`config.mk`:
```
export PLATFORM = sky130hd
export DESIGN_NAME = note_sequencer
export DESIGN_NICKNAME = d
export VERILOG_FILES = /design/src/rtl/note_sequencer.sv
export SDC_FILE = /design/constraint.sdc
export NUM_CORES = 1
export LEC_CHECK = 0
export BUFFER_PORTS_ARGS = -buffer_cell sky130_fd_sc_hd__buf_2
export CORE_MARGIN = 2
export CORE_UTILIZATION = 45
export CTS_CLUSTER_DIAMETER = 80
export DETAILED_ROUTE_END_ITERATION = 7
export GPL_TIMING_DRIVEN = 0
export PLACE_DENSITY = 0.68
export SYNTH_ARGS = -nofsm -noshare
export SYNTH_HDL_FRONTEND = slang
export SYNTH_SLANG_ARGS = --single-unit
```
`constraint.sdc`:
```
create_clock -name i_clk -period 3.4 [get_ports i_clk]
set_input_delay 0.51 -clock i_clk [delete_from_list [all_inputs] [get_ports i_clk]]
set_output_delay 0.51 -clock i_clk [all_outputs]
set_load 0.01 [all_outputs]
```
`src/rtl/note_sequencer.sv`:
```
// note_sequencer: walks a song ROM of {end, pitch, len} entries, asks the
// note length table how long each note lasts, and gates the tone generator
// for that many cycles. A song either plays once or repeats until stopped.
module note_sequencer #(
    parameter int ADDR_WIDTH  = 6,
    parameter int PITCH_WIDTH = 6,
    parameter int GAP_CYCLES  = 0,
    parameter int LOOP        = 1
) (
    input  logic                   i_clk,
    input  logic                   i_rst,
    input  logic                   i_start,
    input  logic                   i_stop,
    output logic [ADDR_WIDTH-1:0]  o_rom_addr,
    input  logic [PITCH_WIDTH+5:0] i_rom_data,
    output logic [4:0]             o_note_len,
    input  logic [31:0]            i_duration,
    output logic [PITCH_WIDTH-1:0] o_pitch,
    output logic                   o_note_on,
    output logic                   o_note_strobe,
    output logic                   o_busy,
    output logic                   o_done
);

    typedef enum logic [2:0] {
        IDLE,
        FETCH,
        LOAD,
        ARM,
        PLAY
    } state_t;

    state_t                 state_q, state_d;
    logic [ADDR_WIDTH-1:0]  addr_q, addr_d;
    logic [31:0]            cnt_q, cnt_d;
    logic [PITCH_WIDTH-1:0] notePitch_q, notePitch_d;
    logic [4:0]             len_q, len_d;
    logic [PITCH_WIDTH-1:0] pitch_q, pitch_d;
    logic                   strobe_q, strobe_d;
    logic                   done_q, done_d;

    logic                   romEnd;
    logic [PITCH_WIDTH-1:0] romPitch;
    logic [4:0]             romLen;
    logic [31:0]            noteCycles;

    assign romEnd   = i_rom_data[PITCH_WIDTH+5];
    assign romPitch = i_rom_data[PITCH_WIDTH+4:5];
    assign romLen   = i_rom_data[4:0];

    // A zero-length entry in the table still plays for a single cycle.
    assign noteCycles = (i_duration == 32'd0) ? 32'd1 : i_duration;

    assign o_rom_addr    = addr_q;
    assign o_note_len    = len_q;
    assign o_pitch       = pitch_q;
    assign o_note_strobe = strobe_q;
    assign o_done        = done_q;
    assign o_busy        = (state_q != IDLE);
    assign o_note_on     = (state_q == PLAY) && (pitch_q != '0) &&
                           (cnt_q >= 32'(GAP_CYCLES));

    // State register and datapath registers; reset returns everything to zero.
    always_ff @(posedge i_clk) begin
        if (i_rst) begin
            state_q     <= IDLE;
            addr_q      <= '0;
            cnt_q       <= '0;
            notePitch_q <= '0;
            len_q       <= '0;
            pitch_q     <= '0;
            strobe_q    <= 1'b0;
            done_q      <= 1'b0;
        end else begin
            state_q     <= state_d;
            addr_q      <= addr_d;
            cnt_q       <= cnt_d;
            notePitch_q <= notePitch_d;
            len_q       <= len_d;
            pitch_q     <= pitch_d;
            strobe_q    <= strobe_d;
            done_q      <= done_d;
        end
    end

    // Next-state logic: fetch, decode, arm the note timer, count it out; stop overrides all.
    always_comb begin
        state_d     = state_q;
        addr_d      = addr_q;
        cnt_d       = cnt_q;
        notePitch_d = notePitch_q;
        len_d       = len_q;
        pitch_d     = pitch_q;
        strobe_d    = 1'b0;
        done_d      = 1'b0;

        case (state_q)
            IDLE: begin
                if (i_start) begin
                    state_d = FETCH;
                    addr_d  = '0;
                end
            end
            FETCH: begin
                state_d = LOAD;
            end
            LOAD: begin
                if (romEnd) begin
                    if (addr_q == '0) begin
                        state_d = IDLE;
                    end else if (LOOP != 0) begin
                        addr_d  = '0;
                        state_d = FETCH;
                    end else begin
                        state_d = IDLE;
                        done_d  = 1'b1;
                    end
                end else begin
                    notePitch_d = romPitch;
                    len_d       = romLen;
                    state_d     = ARM;
                end
            end
            ARM: begin
                cnt_d    = noteCycles - 32'd1;
                pitch_d  = notePitch_q;
                strobe_d = 1'b1;
                state_d  = PLAY;
            end
            PLAY: begin
                if (cnt_q == 32'd0) begin
                    state_d = FETCH;
                    addr_d  = addr_q + ADDR_WIDTH'(1);
                end else begin
                    cnt_d = cnt_q - 32'd1;
                end
            end
            default: begin
                state_d = IDLE;
            end
        endcase

        if (i_stop) begin
            state_d  = IDLE;
            addr_d   = '0;
            cnt_d    = '0;
            pitch_d  = '0;
            strobe_d = 1'b0;
            done_d   = 1'b0;
        end
    end

endmodule

```
Word-level counts from Yosys, hierarchy flattened
Index checks and enable logic that the tools add are counted.
W data, S select, Z words.

word-level totals
  bits in registers = 59

operators by class
  add/sub/neg operators = 3
  reductions and logical operators = 15
  magnitude comparators = 1
  equality and inequality tests = 9
  bitwise logic cells = 1
  mux-type cells = 14

operators with widths
  operator                 number
  $logic_not A32 Y1        2
  $mux W32                 2
  $pmux W32 S2             1
  $sub A32 B1 Y32 const B  2
  $ge A32 B1 Y1 const B    1
  $mux W6                  4
  $pmux W6 S3              1
  $pmux W3 S5              1
  $mux W3                  3
  $ne A2 B2 Y1 const B     4
  $add A6 B1 Y6 const B    1
  $eq A3 B2 Y1 const B     2
  $logic_not A6 Y1         1
  $reduce_and A2 Y1        3
  $reduce_bool A3 Y1       2
  $reduce_bool A6 Y1       1
  $reduce_and A5 Y1        1
  $eq A3 B1 Y1 const B     1
  $eq A3 B3 Y1 const B     1
  $logic_not A3 Y1         1
  $logic_and A1 B1 Y1      2
  $mux W1                  2
  $ne A2 B1 Y1 const B     1
  $reduce_bool A2 Y1       1
  2 further kinds          2

Longest topological paths before layout
  word-level depth = 4
  depth in mapped cells = 15

Least setup slack after synthesis
OpenSTA, ideal clock, no wires.

  path type = reg-to-reg
  start point = register state_q[2]
  end point = register cnt_q[26]
  required time = 3.326 ns
  setup slack = -0.192 ns
  arrival = 3.517 ns
  period minus slack after synthesis = 3.592 ns
  path buffers = 6
  cell stages (with the launch flop) = 16
  setup time = 0.074 ns
  path through = dfxtp_1 > buf_2 > or3b_1 > buf_2 > buf_2 > clkbuf_1 > buf_2 > buf_1 > mux2i_1 > ha_1 > nor2b_1 > nand4_1 > a221oi_2 > nor4bb_1 > o21ai_0 > a31oi_1

on the way
  cells in the longest elaborated chain, start to end = 3

RTL lines
  item                                                                 line  text
  start: declaration                                                   33    state_t state_q, state_d;
  start signal: assignment                                             75    state_q <= state_d;
  $eq A3 B3 Y1 or $eq A3 B2 Y1 (tied branches)                         97    case (state_q)
  $ne A2 B2 Y1 (no source line) or $reduce_bool A2 Y1 (tied branches)  n/a
  $reduce_and A2 Y1 (no source line)                                   n/a
  end signal: assignment                                               77    cnt_q <= cnt_d;
  end: declaration                                                     35    logic [31:0] cnt_q, cnt_d;

Parallel ways exist; a longest one is shown, timed or not.
A chain may end at the register's enable or synchronous reset.

Worst setup path after layout
  start point = register state_q[1]
  end point = register cnt_q[2]

Same word-level chain as after synthesis.

==> reports/qor.yml <==
place:
  port_buffers: 67
  hpwl_um: 11700
  place_ws_ns: -1.05
  place.gp.congestion: 0.983
critical_path:
  r2r_cells: 9
  reg2reg_slack_ns: 0.06
  critPathMaxFanout: 10
  worstSetupPathType: "reg2reg"
  r2r-start: "state_q[1]"
  critPathBufInv: 4
  critPathRequiredTime_ns: 3.67
  path_cells: "buf_2 > nor3b_2 > buf_4 > clkbuf_1 > clkbuf_1 > a21oi_1 > o22ai_1 > nand2_1 > a31oi_1"
  slowest_delay_ns: 0.66
  crit_slowest_cell: "nor3b_2"
  worstReg2RegEnd: "cnt_q[2]"
  start_kind: "flop"
  cpLargestDelayFamily: "buffers and inverters"
  path_common_cell: "clkbuf_1"
  end_kind: "flop"
  crit_arrival_ns: 3.61
  crit_start: "state_q[1]"
worst_hold_path:
  hold_end: "o_note_len[0]"
  hold_path_depth: 2
  hp-class: "in2reg"
  min_from: "i_rst"
final_layout:
  area.growth.synth_to_final_pct: 21.2
  fillers: 933
  drive_above_1_share_pct: 23.5
  num_antenna_cells: 0
  nets: 727
  fin_util_pct: 56.5
global_routing:
  grt_pass1_vias: 4818
  grt_max_degree: 14
  track_usage_pct: 32.1
  grt_pass1_wl_um: 25600
  antenna_found_initial: 0
  grt-ovfl-total: 0
yosys:
  synth_area_leaders: "dfxtp_1 (27%), nand2_1 (7.1%), a21oi_1 (5.5%)"
  synth_commonest_cells: "nand2_1 (82), dfxtp_1 (59), nor2_1 (55)"
  synth_area_per_cell_um2: 7.43
  ys_warn_count: 0
  syn_area_um2: 4350
  synth_seq_area_share_pct: 27.2
  synth_most_common_cell: "nand2_1"
  syn_inst: 585
  ys_ff_latch: 59
  syn_nets: 636
  synth_top_area_share_pct: 27.2
  synth_edf_count: 0
  yosys.area.top_type: "dfxtp_1"
  ys.flop_type: "dfxtp_1"
  synth_cell_types: 81
  synth-async-reset-ratio_pct: 0
drt:
  wire_per_inst_um: 20.2
  drtAntennaViolNets: 0
  viasPerCell: 6.40
  drc: 0
  vias: 5182
  dr.pass1.iters: 5
  wl_um: 16400
  first_iter_violations: 623
clocking:
  cts_max_level: 3
  cts.sinks: 59
  cts_buffers: 9
  clk_latency_ns: 0.37
  cts_tree: "yes"
  clkTransAtPathRegs_ns: 0.08
  cts.root.buffer_cell: "clkbuf_8"
  cts_buffer_depth: 2
  postCtsHoldBufs: 0
sta:
  maxSlewHeadroom_pct: 40.1
  finalHoldViolCount: 0
  finalCriticalPeriod_ns: 3.34
  setup_ws_ns: 0.0631
  drv_slew: 0
  worst_pin_slew_ns: 0.890
  rsz0062_at_grt: "no"
  setup_viol_count_final: 0
  setup_tns_ns: 0
  finalCritPeriodShare_pct: 98.1
  skew_ns: 0.0194
  clock.fmax_mhz: 300
  timing.hold.ws_ns: 0.360
die:
  core_region_area_um2: 9330
  die_width_um: 102
  die_h_um: 102
  rows: 35
  die_area_um2: 10500
  io_pins: 69
  initial_core_util_pct: 46.6
pwr:
  peakVddDrop_v: 0.000194
  p_leak_nw: 2.05
  powerDensity_nw_per_um2: 285
flow_run:
  cap_violations: 0
outcome:
  status: "complete, no violations"
==> sequential cells by signal, summed over array words and instances, names as in the netlist <==
signal and count:
cnt_q 32, o_note_len 5, notePitch_q 6, o_pitch 6, state_q 3, o_note_strobe 1, o_rom_addr 6
==> logic make-up (layout without fill, tap and decap cells) <==
family | after synthesis | after routing | share of synthesized area, %
compound gates | 168 | 168 | 26.7
xor+xnor | 6 | 6 | 1.21
fa+ha+maj | 3 | 3 | 0.864
buf+inv | 51 | 147 | 5.64
flops | 59 | 59 | 27.2
mux | 20 | 20 | 4.78
other cells | 1 | 1 | 0.0863
simple gates | 277 | 277 | 33.5
==> power breakdown <==
| group | leakage [nW] | internal [mW] | switching (mW) |
|---|---|---|---|
| combinational | 1.48 | 0.0634 | 0.100 |
| sequential | 0.476 | 0.693 | 0.00204 |
| clock | 0.0886 | 0.276 | 0.365 |
| total | 2.05 | 1.03 | 0.468 |
==> per-stage QoR <==
step / total power, mW / std cells / instance area [µm²]
3_5_place_dp: 0.861 / 781 / 4860
2_1_floorplan: 0.788 / 585 / 4360
4_1_cts: 1.49 / 806 / 5210
6_report: 1.50 / 810 / 5270
3_3_place_gp: 0.858 / 781 / 4860
5_1_grt: 1.54 / 810 / 5270
==> worst max-delay path by stage <==
stage | slack [ns] | depth (start not counted) | to
2_1_floorplan | 0.03 | 15 | cnt_q[26]
3_3_place_gp | -0.99 | 15 | cnt_q[26]
3_5_place_dp | -1.05 | 15 | cnt_q[12]
4_1_cts | 0.02 | 16 | cnt_q[30]
5_1_grt | 0.008 | 9 | cnt_q[2]
6_report | 0.06 | 9 | cnt_q[2]
==> what timing repair did <==
| item | 4_1_cts | 5_1_grt |
|---|---|---|
| endpoints found under the setup margin | 15 | 10 |
| gates resized for setup | 31 | 13 |
| pin swaps | 4 | 5 |
| buffers inserted | 9 | 6 |
| gates cloned | 0 | 0 |
==> area by class of cell <==
cell class / count / area, µm² / share of cell area, %
Multi-Input combinational cell: 475 / 3000 / 57.0
Sequential cell: 59 / 1180 / 22.5
Timing Repair Buffer: 82 / 448 / 8.51
Buffer: 42 / 265 / 5.04
Tap cell: 129 / 161 / 3.06
Clock buffer: 9 / 124 / 2.35
Clock inverter: 7 / 57.6 / 1.09
Inverter: 7 / 26.3 / 0.499
==> cells in the final DEF (no fill, tap or decap), types with 3 or more instances in the layout <==
cell,Yosys,routed
nand2_1,82,82
or3_1,12,12
mux2i_1,14,13
dfxtp_1,59,58
nand4_1,14,14
and3_1,5,5
clkbuf_1,21,19
inv_1,7,7
nor3_1,26,26
nand3_1,18,18
nor4_1,25,25
inv_6,0,3
a31oi_1,19,19
xor2_1,5,5
a211oi_1,3,3
o2bb2ai_1,3,3
or2_2,3,3
a21boi_0,5,5
buf_4,3,19
a21oi_1,48,48
mux2_2,6,6
o31ai_1,3,3
o32a_1,4,4
or4_4,3,3
buf_1,6,4
clkbuf_8,0,9
buf_2,10,73
or4_1,3,3
nand3b_1,4,4
o211ai_1,8,8
o21ai_0,15,11
nor2_1,55,55
o21ai_1,15,17
buf_6,4,7
==> routing by layer <==
layer  global-route usage [%]  up-vias  wire [µm]
met3                     7.18       74       1960
met4                     18.1        0        974
met2                     51.0      332       7210
met5                        0        -          0
met1                     40.4     2389       6250
li1                         -     2387          -
Note: power is estimated with default switching activity, not from simulation.
